<file path="src/rtl/cam_pix_capture_pkg.sv">
// Shared capture-state enumeration and stream-word layout for cam_pix_capture.
package cam_pix_capture_pkg;

  typedef enum logic [1:0] {
    ST_SYNC,
    ST_WAIT,
    ST_ACTIVE,
    ST_DROP
  } cap_state_t;

  // Stream word is {sof, eol, data_l, data_r}; flags sit above the pixel data.
  localparam int FLAG_BITS = 2;
  localparam int EOL_OFS   = 0;
  localparam int SOF_OFS   = 1;

  function automatic int data_width(input int pixel_width);
    return 2 * pixel_width;
  endfunction

  function automatic int word_width(input int pixel_width);
    return data_width(pixel_width) + FLAG_BITS;
  endfunction

  function automatic int eol_bit(input int pixel_width);
    return data_width(pixel_width) + EOL_OFS;
  endfunction

  function automatic int sof_bit(input int pixel_width);
    return data_width(pixel_width) + SOF_OFS;
  endfunction

endpackage

</file>
<file path="src/rtl/cam_pix_fifo.sv">
// Synchronous show-ahead FIFO; dout presents the head word while not empty.
module cam_pix_fifo #(
  parameter int WIDTH = 18,
  parameter int DEPTH = 16
) (
  input  logic             clk,
  input  logic             rst,
  input  logic             push,
  input  logic [WIDTH-1:0] din,
  input  logic             pop,
  output logic [WIDTH-1:0] dout,
  output logic             full,
  output logic             empty
);

  localparam int AW = $clog2(DEPTH);

  logic [WIDTH-1:0] mem [DEPTH];
  logic [AW:0]      wr_ptr;
  logic [AW:0]      rd_ptr;

  // Extra pointer bit distinguishes full from empty when the indices match.
  assign empty = (wr_ptr == rd_ptr);
  assign full  = (wr_ptr[AW] != rd_ptr[AW]) && (wr_ptr[AW-1:0] == rd_ptr[AW-1:0]);
  assign dout  = empty ? '0 : mem[rd_ptr[AW-1:0]];

  always_ff @(posedge clk) begin
    if (push && !full) begin
      mem[wr_ptr[AW-1:0]] <= din;
    end
  end

  always_ff @(posedge clk) begin
    if (rst) begin
      wr_ptr <= '0;
      rd_ptr <= '0;
    end else begin
      if (push && !full) begin
        wr_ptr <= wr_ptr + (AW+1)'(1);
      end
      if (pop && !empty) begin
        rd_ptr <= rd_ptr + (AW+1)'(1);
      end
    end
  end

endmodule

</file>
<file path="src/rtl/cam_pix_capture.sv">
// Camera parallel-video capture: frame-aligned pixel stream plus geometry/overflow status.
// Define CAM_GEOM_CHECK_EN to compare measured line/frame geometry against HACT/VACT.
module cam_pix_capture
  import cam_pix_capture_pkg::*;
#(
  parameter int PIXEL_WIDTH = 8,
  parameter int HACT        = 320,
  parameter int VACT        = 480,
  parameter int FIFO_DEPTH  = 16,
  parameter int CNT_WIDTH   = 12
) (
  input  logic                     clk,
  input  logic                     rst,
  input  logic                     fval,
  input  logic                     lval,
  input  logic                     dval,
  input  logic [PIXEL_WIDTH-1:0]   data_l,
  input  logic [PIXEL_WIDTH-1:0]   data_r,
  input  logic                     clr,
  output logic                     out_valid,
  input  logic                     out_ready,
  output logic [2*PIXEL_WIDTH-1:0] out_data,
  output logic                     out_sof,
  output logic                     out_eol,
  output logic                     frame_done,
  output logic [CNT_WIDTH-1:0]     pix_count,
  output logic [CNT_WIDTH-1:0]     line_count,
  output logic                     overflow,
  output logic                     geom_err
);

  localparam int DW      = data_width(PIXEL_WIDTH);
  localparam int WW      = word_width(PIXEL_WIDTH);
  localparam int EOL_BIT = eol_bit(PIXEL_WIDTH);
  localparam int SOF_BIT = sof_bit(PIXEL_WIDTH);

  cap_state_t           state, state_nxt;
  logic                 s1_fval, s1_lval, s1_dval, s1_live, fval_prev;
  logic [DW-1:0]        s1_data;
  logic                 hold_valid, hold_sof, sof_pending;
  logic [DW-1:0]        hold_data;
  logic [CNT_WIDTH-1:0] pix_cnt, line_cnt, pix_inc, line_nxt;
  logic                 fval_rise, fval_fall, frame_start, s1_acc, line_end, capture;
  logic                 push_req, push, eol_push, overflow_evt, load, sof_now;
  logic                 fifo_full, fifo_empty, fifo_pop;
  logic [WW-1:0]        fifo_din, fifo_dout;

  // s1_live keeps SYNC from trusting the reset value of s1_fval.
  always_ff @(posedge clk) begin
    if (rst) begin
      s1_fval   <= 1'b0;
      s1_lval   <= 1'b0;
      s1_dval   <= 1'b0;
      s1_data   <= '0;
      s1_live   <= 1'b0;
      fval_prev <= 1'b0;
    end else begin
      s1_fval   <= fval;
      s1_lval   <= lval;
      s1_dval   <= dval;
      s1_data   <= {data_l, data_r};
      s1_live   <= 1'b1;
      fval_prev <= s1_fval;
    end
  end

  assign fval_rise   = s1_fval && !fval_prev;
  assign fval_fall   = !s1_fval && fval_prev;
  assign frame_start = (state == ST_WAIT) && fval_rise;
  assign s1_acc      = s1_fval && s1_lval && s1_dval;
  assign line_end    = !s1_lval || !s1_fval;
  assign capture     = (state == ST_ACTIVE) || frame_start;

  assign push_req     = capture && hold_valid && (s1_acc || line_end);
  assign overflow_evt = push_req && fifo_full;
  assign push         = push_req && !fifo_full;
  assign eol_push     = push && !s1_acc;
  assign load         = capture && s1_acc && !overflow_evt;
  assign sof_now      = sof_pending || (state == ST_WAIT);

  always_ff @(posedge clk) begin
    if (rst) begin
      state <= ST_SYNC;
    end else begin
      state <= state_nxt;
    end
  end

  always_comb begin
    state_nxt  = state;
    frame_done = 1'b0;
    case (state)
      ST_SYNC:   if (s1_live && !s1_fval) state_nxt = ST_WAIT;
      ST_WAIT:   if (fval_rise) state_nxt = ST_ACTIVE;
      ST_ACTIVE: begin
        if (fval_fall) begin
          state_nxt  = ST_WAIT;
          frame_done = 1'b1;
        end else if (overflow_evt) begin
          state_nxt = ST_DROP;
        end
      end
      ST_DROP: begin
        if (fval_fall) begin
          state_nxt  = ST_WAIT;
          frame_done = 1'b1;
        end
      end
      default: state_nxt = ST_SYNC;
    endcase
  end

  // The held pixel is only released once stage 1 reveals whether it ends the line.
  always_ff @(posedge clk) begin
    if (rst) begin
      hold_valid  <= 1'b0;
      hold_sof    <= 1'b0;
      hold_data   <= '0;
      sof_pending <= 1'b0;
    end else if ((state == ST_DROP) || overflow_evt) begin
      hold_valid  <= 1'b0;
      sof_pending <= 1'b0;
    end else if (load) begin
      hold_valid  <= 1'b1;
      hold_data   <= s1_data;
      hold_sof    <= sof_now;
      sof_pending <= 1'b0;
    end else begin
      if (eol_push) begin
        hold_valid <= 1'b0;
      end
      if (frame_start) begin
        sof_pending <= 1'b1;
      end
    end
  end

  always_comb begin
    fifo_din          = '0;
    fifo_din[DW-1:0]  = hold_data;
    fifo_din[EOL_BIT] = !s1_acc;
    fifo_din[SOF_BIT] = hold_sof;
  end

  assign pix_inc  = (pix_cnt == '1) ? pix_cnt : pix_cnt + CNT_WIDTH'(1);
  assign line_nxt = (eol_push && (line_cnt != '1)) ? line_cnt + CNT_WIDTH'(1) : line_cnt;

  always_ff @(posedge clk) begin
    if (rst) begin
      pix_cnt    <= '0;
      line_cnt   <= '0;
      pix_count  <= '0;
      line_count <= '0;
    end else if (frame_start) begin
      pix_cnt  <= '0;
      line_cnt <= '0;
    end else begin
      if (eol_push) begin
        pix_cnt   <= '0;
        pix_count <= pix_inc;
      end else if (push) begin
        pix_cnt <= pix_inc;
      end
      if (frame_done) begin
        line_cnt   <= '0;
        line_count <= line_nxt;
      end else begin
        line_cnt <= line_nxt;
      end
    end
  end

  always_ff @(posedge clk) begin
    if (rst) begin
      overflow <= 1'b0;
    end else if (overflow_evt) begin
      overflow <= 1'b1;
    end else if (clr) begin
      overflow <= 1'b0;
    end
  end

`ifdef CAM_GEOM_CHECK_EN
  logic geom_set;

  assign geom_set = (eol_push && (pix_inc != CNT_WIDTH'(HACT))) ||
                    (frame_done && (line_nxt != CNT_WIDTH'(VACT)));

  always_ff @(posedge clk) begin
    if (rst) begin
      geom_err <= 1'b0;
    end else if (geom_set) begin
      geom_err <= 1'b1;
    end else if (clr) begin
      geom_err <= 1'b0;
    end
  end
`else
  assign geom_err = 1'b0;
`endif

  assign fifo_pop  = out_valid && out_ready;
  assign out_valid = !fifo_empty;
  assign out_data  = fifo_dout[DW-1:0];
  assign out_eol   = fifo_dout[EOL_BIT];
  assign out_sof   = fifo_dout[SOF_BIT];

  cam_pix_fifo #(
    .WIDTH (WW),
    .DEPTH (FIFO_DEPTH)
  ) u_fifo (
    .clk   (clk),
    .rst   (rst),
    .push  (push),
    .din   (fifo_din),
    .pop   (fifo_pop),
    .dout  (fifo_dout),
    .full  (fifo_full),
    .empty (fifo_empty)
  );

endmodule

</file>
<file path="config.mk">
export PLATFORM = sky130hd
export DESIGN_NAME = cam_pix_capture
export DESIGN_NICKNAME = d
export VERILOG_FILES = /design/src/rtl/cam_pix_capture_pkg.sv /design/src/rtl/cam_pix_fifo.sv /design/src/rtl/cam_pix_capture.sv
export SDC_FILE = /design/constraint.sdc
export NUM_CORES = 1
export LEC_CHECK = 0
export BUFFER_PORTS_ARGS = -buffer_cell sky130_fd_sc_hd__buf_2
export CAP_MARGIN = 20
export CORE_UTILIZATION = 54
export CTS_CLUSTER_SIZE = 40
export DETAILED_ROUTE_END_ITERATION = 8
export GPL_ROUTABILITY_DRIVEN = 0
export GPL_TIMING_DRIVEN = 0
export HOLD_SLACK_MARGIN = 0.15
export PLACE_DENSITY = 0.71
export SYNTH_ARGS = -nofsm -noshare
export SYNTH_HDL_FRONTEND = slang
export SYNTH_SLANG_ARGS = --single-unit
</file>
<file path="constraint.sdc">
create_clock -name clk -period 4.3 [get_ports clk]
set_input_delay 0 -clock clk [delete_from_list [all_inputs] [get_ports clk]]
set_output_delay 0 -clock clk [all_outputs]
set_load 0.05 [all_outputs]
</file>
Word-level counts from Yosys, hierarchy flattened
Memories as Yosys holds them, arrays and structs flattened. A register that Yosys moved wholly into a read port is not among the register bits.
Cells that the tools add are included.
{ "word_totals": {"latchBits": 0, "register_bits": 101, "out_inout_bits": 46, "in_bits": 23, "romBits": 0, "mem_bits_rw": 288, "mem_count": 1} }
{ "classes": {"n_addsub": 4, "bitwise_logic": 2, "n_mul": 0, "n_div": 0, "muxes": 20, "shifts": 0, "n_lt_le_gt_ge": 0, "n_reduce_logical": 42, "eq_ne": 12} }
{ "mem_list": {"columns": ["name", "depth", "width", "rd", "rd_clocked_by_memory_dff", "write_ports", "line_no", "source"], "rows": [
  ["u_fifo.mem", 16, 18, 1, 1, 1, "cam_pix_fifo.sv:18", "logic [WIDTH-1:0] mem [DEPTH];"]
]} }
{ "op_table": {"columns": ["operator", "n"], "rows": [
  ["adder 12 x 1 -> 12 bit, second input constant", 2],
  ["2-to-1 mux 12 bit", 2],
  ["logical AND 1 bit", 18],
  ["2-to-1 mux 18 bit", 1],
  ["equality test 12 bit, second input constant", 1],
  ["!= test 12 bit, second input constant", 1],
  ["adder 5 x 1 -> 5 bit, second input constant", 2],
  ["2-to-1 mux 2 bit", 5],
  ["2-to-1 mux 1 bit", 9],
  ["OR reduction 3 bit", 3],
  ["2-to-1 mux 4 bit", 2],
  ["case mux 2 bit (4 select lines)", 1],
  ["zero test 1 bit", 7],
  ["!= test 2 bit, second input constant", 3],
  ["AND reduction 2 bit", 3],
  ["equality test 5 bit", 1],
  ["logical OR 1 bit", 5],
  ["equality test 2 bit, second input constant", 2],
  ["equality test 4 bit", 1],
  ["AND reduction 4 bit", 1],
  ["nonzero test 2 bit", 2],
  ["OR reduction 2 bit", 2],
  ["!= test 3 bit, second input constant", 1],
  ["equality test 2 x 1 -> 1 bit, second input constant", 1],
  ["other kinds (3)", 4]
]} }

Depth between registers and ports, before layout
{ "depth": {"word_depth": 10, "mapped_depth": 10} }

Hierarchy
From an unflattened synthesis, not the netlist that was laid out.
{ "unflattened": {"cells_unflattened": 967, "hier_area_um2": 15428.5} }
{ "modules_own_cells": {"columns": ["mod", "seq_area_each_um2", "cells_per_inst", "n_inst", "area_each_um2"], "rows": [
  ["cam_pix_fifo", 8928.6, 547, 1, 11677.4],
  ["cam_pix_capture", 1821.7, 420, 1, 3751.1]
]} }

Least setup slack after synthesis
OpenSTA, ideal clock, no wires.
{ "synth_timing": {"kind": "reg-to-reg", "start": "register state[1]", "end": "memory u_fifo.mem[3][0], enable pin", "path_stages_with_launch": 8, "arrival_ps": 2723, "path_slack_ps": 1162, "required_ps": 3884, "path_cell_list": "dfxtp_1 inv_1 ha_1 and3b_2 o221ai_4 a21oi_2 nand2_1 nor3_1"} }
{ "synth_via": {"elab_chain_cells": 9, "elab_cells_between_ends": 10, "cone_classes": "2 x eq/ne; 2 x mux; 6 x reduce/logical"} }
{ "synth_lines": {"columns": ["element", "line_no", "source"], "rows": [
  ["start, declared", "cam_pix_capture.sv:37", "cap_state_t state, state_nxt;"],
  ["start signal, assigned", "cam_pix_capture.sv:85", "state <= state_nxt;"],
  ["equality test 2 x 1 -> 1 bit", "cam_pix_capture.sv:69", "assign frame_start = (state == ST_WAIT) && fval_rise;"],
  ["logical AND 1 bit", "cam_pix_capture.sv:69", null],
  ["logical OR 1 bit (*)", "cam_pix_capture.sv:72", "assign capture = (state == ST_ACTIVE) || frame_start;"],
  ["logical AND 1 bit (*) (2 in a row)", "cam_pix_capture.sv:74", "assign push_req = capture && hold_valid && (s1_acc || line_end);"],
  ["logical AND 1 bit (*)", "cam_pix_capture.sv:76", "assign push = push_req && !fifo_full;"],
  ["logical AND 1 bit (*)", "cam_pix_fifo.sv:28", "if (push && !full) begin"],
  ["2-to-1 mux 1 bit (*)", "cam_pix_fifo.sv:28", null],
  ["2-to-1 mux 1 bit (implied by the code) (*)", "cam_pix_fifo.sv:29", "mem[wr_ptr[AW-1:0]] <= din;"],
  ["end, declared", "cam_pix_fifo.sv:18", null]
]} }
Mark *: on every way between the ends. The rest lies on a longest branch, timed or not.

==> results.toml <==
[detailed_routing]
wl_um = 32600
dr.pass1.iters = 5
vias = 8452
drt-vias-per-instance = 5.75
drc = 0
drt-initial-drc-count = 553
postRouteAntennaNets = 0
wire_per_inst_um = 22.2

[synthesis]
synthArstFlopShare = 0
synthTopCellsByArea = "edfxtp_1 56%, dfxtp_1 14%, mux4_2 12%"
ys_ff_latch = 393
synth_flop_cell = "edfxtp_1"
avgSynthCellArea_um2 = 17.0
synth_most_common_cell = "edfxtp_1"
ys_types = 64
syn_nets = 944
yosysTopAreaCell = "edfxtp_1"
synthTopCellsByCount = "288 x edfxtp_1, 105 x dfxtp_1, 81 x nor2_1"
syn_area_um2 = 15500
synth-seq-area-share = 0.694
synth_edf_count = 288
yosysWarnings = 0
synth_top_cell_area_share = 0.559
postSynthCellCount = 909

[placement]
dpl_worst_slack_ns = 1.07
dp_hpwl_um = 21600
placed_area_um2 = 16600
portBuffers = 67
dp.cells = 1373

[floorplan]
initial_core_util = 0.553
dieArea_um2 = 29400
rows = 61
die_y_um = 171
coreArea_um2 = 28000
io_pins = 69
die_x_um = 171

[power]
p_comb_frac = 0.020
p_per_area_nw_per_um2 = 417
sequentialPowerShare = 0.536
swShare = 0.199
irDropWorstVdd_uv = 289
clkPwrFrac = 0.444
power.switching_uw = 1500
p_leak_uw = 0.00607
internal_power_uw = 6050

[clocking]
cts_root_buf = "clkbuf_16"
cts_max_path_buffers = 3
postCtsSetupBuffers = 0
insertion_delay_ns = 0.55
clkTransAtPathRegs_ns = 0.06
numCtsBuffers = 40
cts.sinks = 393
h-tree-depth = 2
cts_tree = "built"

[worst_hold_path]
hold_class = "primary input to flop"

[worst_setup_path]
cp.required_ns = 4.30
startpoint_type = "flop"
critPathArrivalTime_ns = 3.25
crit_path_end_kind = "output pin"
path_class = "flop to output pin"
crit_fanout = 10

[timing]
setup_viol = 0
hold_ws_ns = 0.211
min_period_ns = 3.25
finalCritPeriodShare = 0.756
relSlewSlack = 0.325
max_freq_mhz = 308
rsz0062_at_grt = "false"
clock_skew_ns = 0.0297
setup_tns_ns = 0
worst-slew-pin-transition_ns = 1.01
drv_slew = 0
hold_violations = 0
fin_ws_ns = 1.05

[finish]
layout-drive-gt1-share = 0.258
syn_to_final_growth_pct = 17.1
design_area_um2 = 18100
nets = 1096
n_antenna_cell = 0
fin_cells = 1470

[global_routing]
grt_usage = 0.235
grt_remaining_overflow = 0
antenna_found_initial = 0
grt_max_degree = 18
grt_pass1_vias = 8529
grt_first_pass_wirelength_um = 50000

[job]
maxCapViolations = 0

[outcome]
status = "complete, no violations"
-- critical path: stages, from the launching register on --
cell and delay (ns):
dfxtp_1 0.32, clkbuf_1 0.33, buf_1 0.73, mux4_2 0.43
mux4_2 0.52, and2_1 0.18, buf_2 0.21
-- metal layers --
metal  wire (um)  vias to the layer above  global-route usage  share of wire
li1            -                     3818                   -              -
met1       13800                     4301               0.314           0.42
met2       16300                      287               0.405           0.50
met3        1870                       46              0.0338          0.057
met4         583                        0              0.0625          0.018
met5           0                        -                   0              0
-- kinds of logic (layout without fill, tap and decap cells) --
| family | after synthesis | count (layout) | share of synthesized area |
|---|---|---|---|
| DFF | 393 | 393 | 0.694 |
| muxes | 111 | 111 | 0.147 |
| other | 1 | 1 | 0.000242 |
| and+or+nand+nor | 229 | 229 | 0.0768 |
| adders and majority gates | 12 | 12 | 0.00970 |
| xor gates and xnor gates | 31 | 31 | 0.0185 |
| buffers and inverters | 58 | 241 | 0.0215 |
| AOI/OAI and AO/OA | 74 | 74 | 0.0321 |
-- what timing repair did --
action / 4_1_cts / 5_1_grt
hold endpoints to repair: 48 / 0
hold buffers: 24 / 0
gates resized for setup: 0 / 0
-- cells in the final DEF (no fill, tap or decap), drive strengths merged, types with 21 or more instances in the layout --
| master | instances |
|---|---|
| a21oi | 28 |
| dfxtp | 105 |
| dlygate4sd3 | 24 |
| nor2 | 81 |
| nor2b | 22 |
| clkbuf | 70 |
| edfxtp | 288 |
| buf | 113 |
| mux4 | 90 |
| nand2 | 43 |
| mux2i | 21 |
-- sequential cells by signal (all words and copies together), names as in the netlist, 2 cells and up, named ones only --
| signal | flops |
|---|---|
| hold_data | 16 |
| line_cnt | 12 |
| line_count | 12 |
| pix_cnt | 12 |
| pix_count | 12 |
| s1_data | 16 |
| state | 2 |
| u_fifo.mem | 288 |
| u_fifo.rd_ptr | 5 |
| u_fifo.wr_ptr | 5 |
-- cell type report --
cell class                      count  area [um^2]
Timing Repair Buffer              110          856
Multi-Input combinational cell    458         4450
Clock buffer                       51         1070
Buffer                             46          288
Sequential cell                   393        10800
Inverter                           12         45.0
Fill cell                        1956         9880
Clock inverter                     22          198
Tap cell                          378          473
-- final timing paths --
| kind | from | endpoint | slack [ns] | cells past startpoint |
|---|---|---|---|---|
| worst max register to register | state[1]$_SDFFE_PP0P_ | u_fifo.mem[1][6]$_DFFE_PP_ | 1.08 | 8 |
| worst min-delay path | data_l[3] | s1_data[11]$_SDFF_PP0_ | 0.21 | 3 |
| worst max-delay path | flop | out_sof | 1.05 | 6 |
| worst min register to register | pix_count[6]$_SDFFE_PP0P_ | pix_count[6]$_SDFFE_PP0P_ | 0.45 | 2 |
-- power by group through the flow --
stage,Clock [uW],Combinational (uW),Sequential [uW]
floorplan,0,91.6,4130
global placement,0,133,4130
detailed placement,0,136,4130
CTS,3400,153,4050
global route,3550,171,4050
finish,3360,152,4050
-- per-stage QoR --
step           total power (uW)  utilization
6_report                   7560        0.647
5_1_grt                    7760        0.647
4_1_cts                    7600        0.647
3_5_place_dp               4270        0.593
3_3_place_gp               4260        0.582
2_1_floorplan              4220            -
Power figures use the tool's default switching activity.
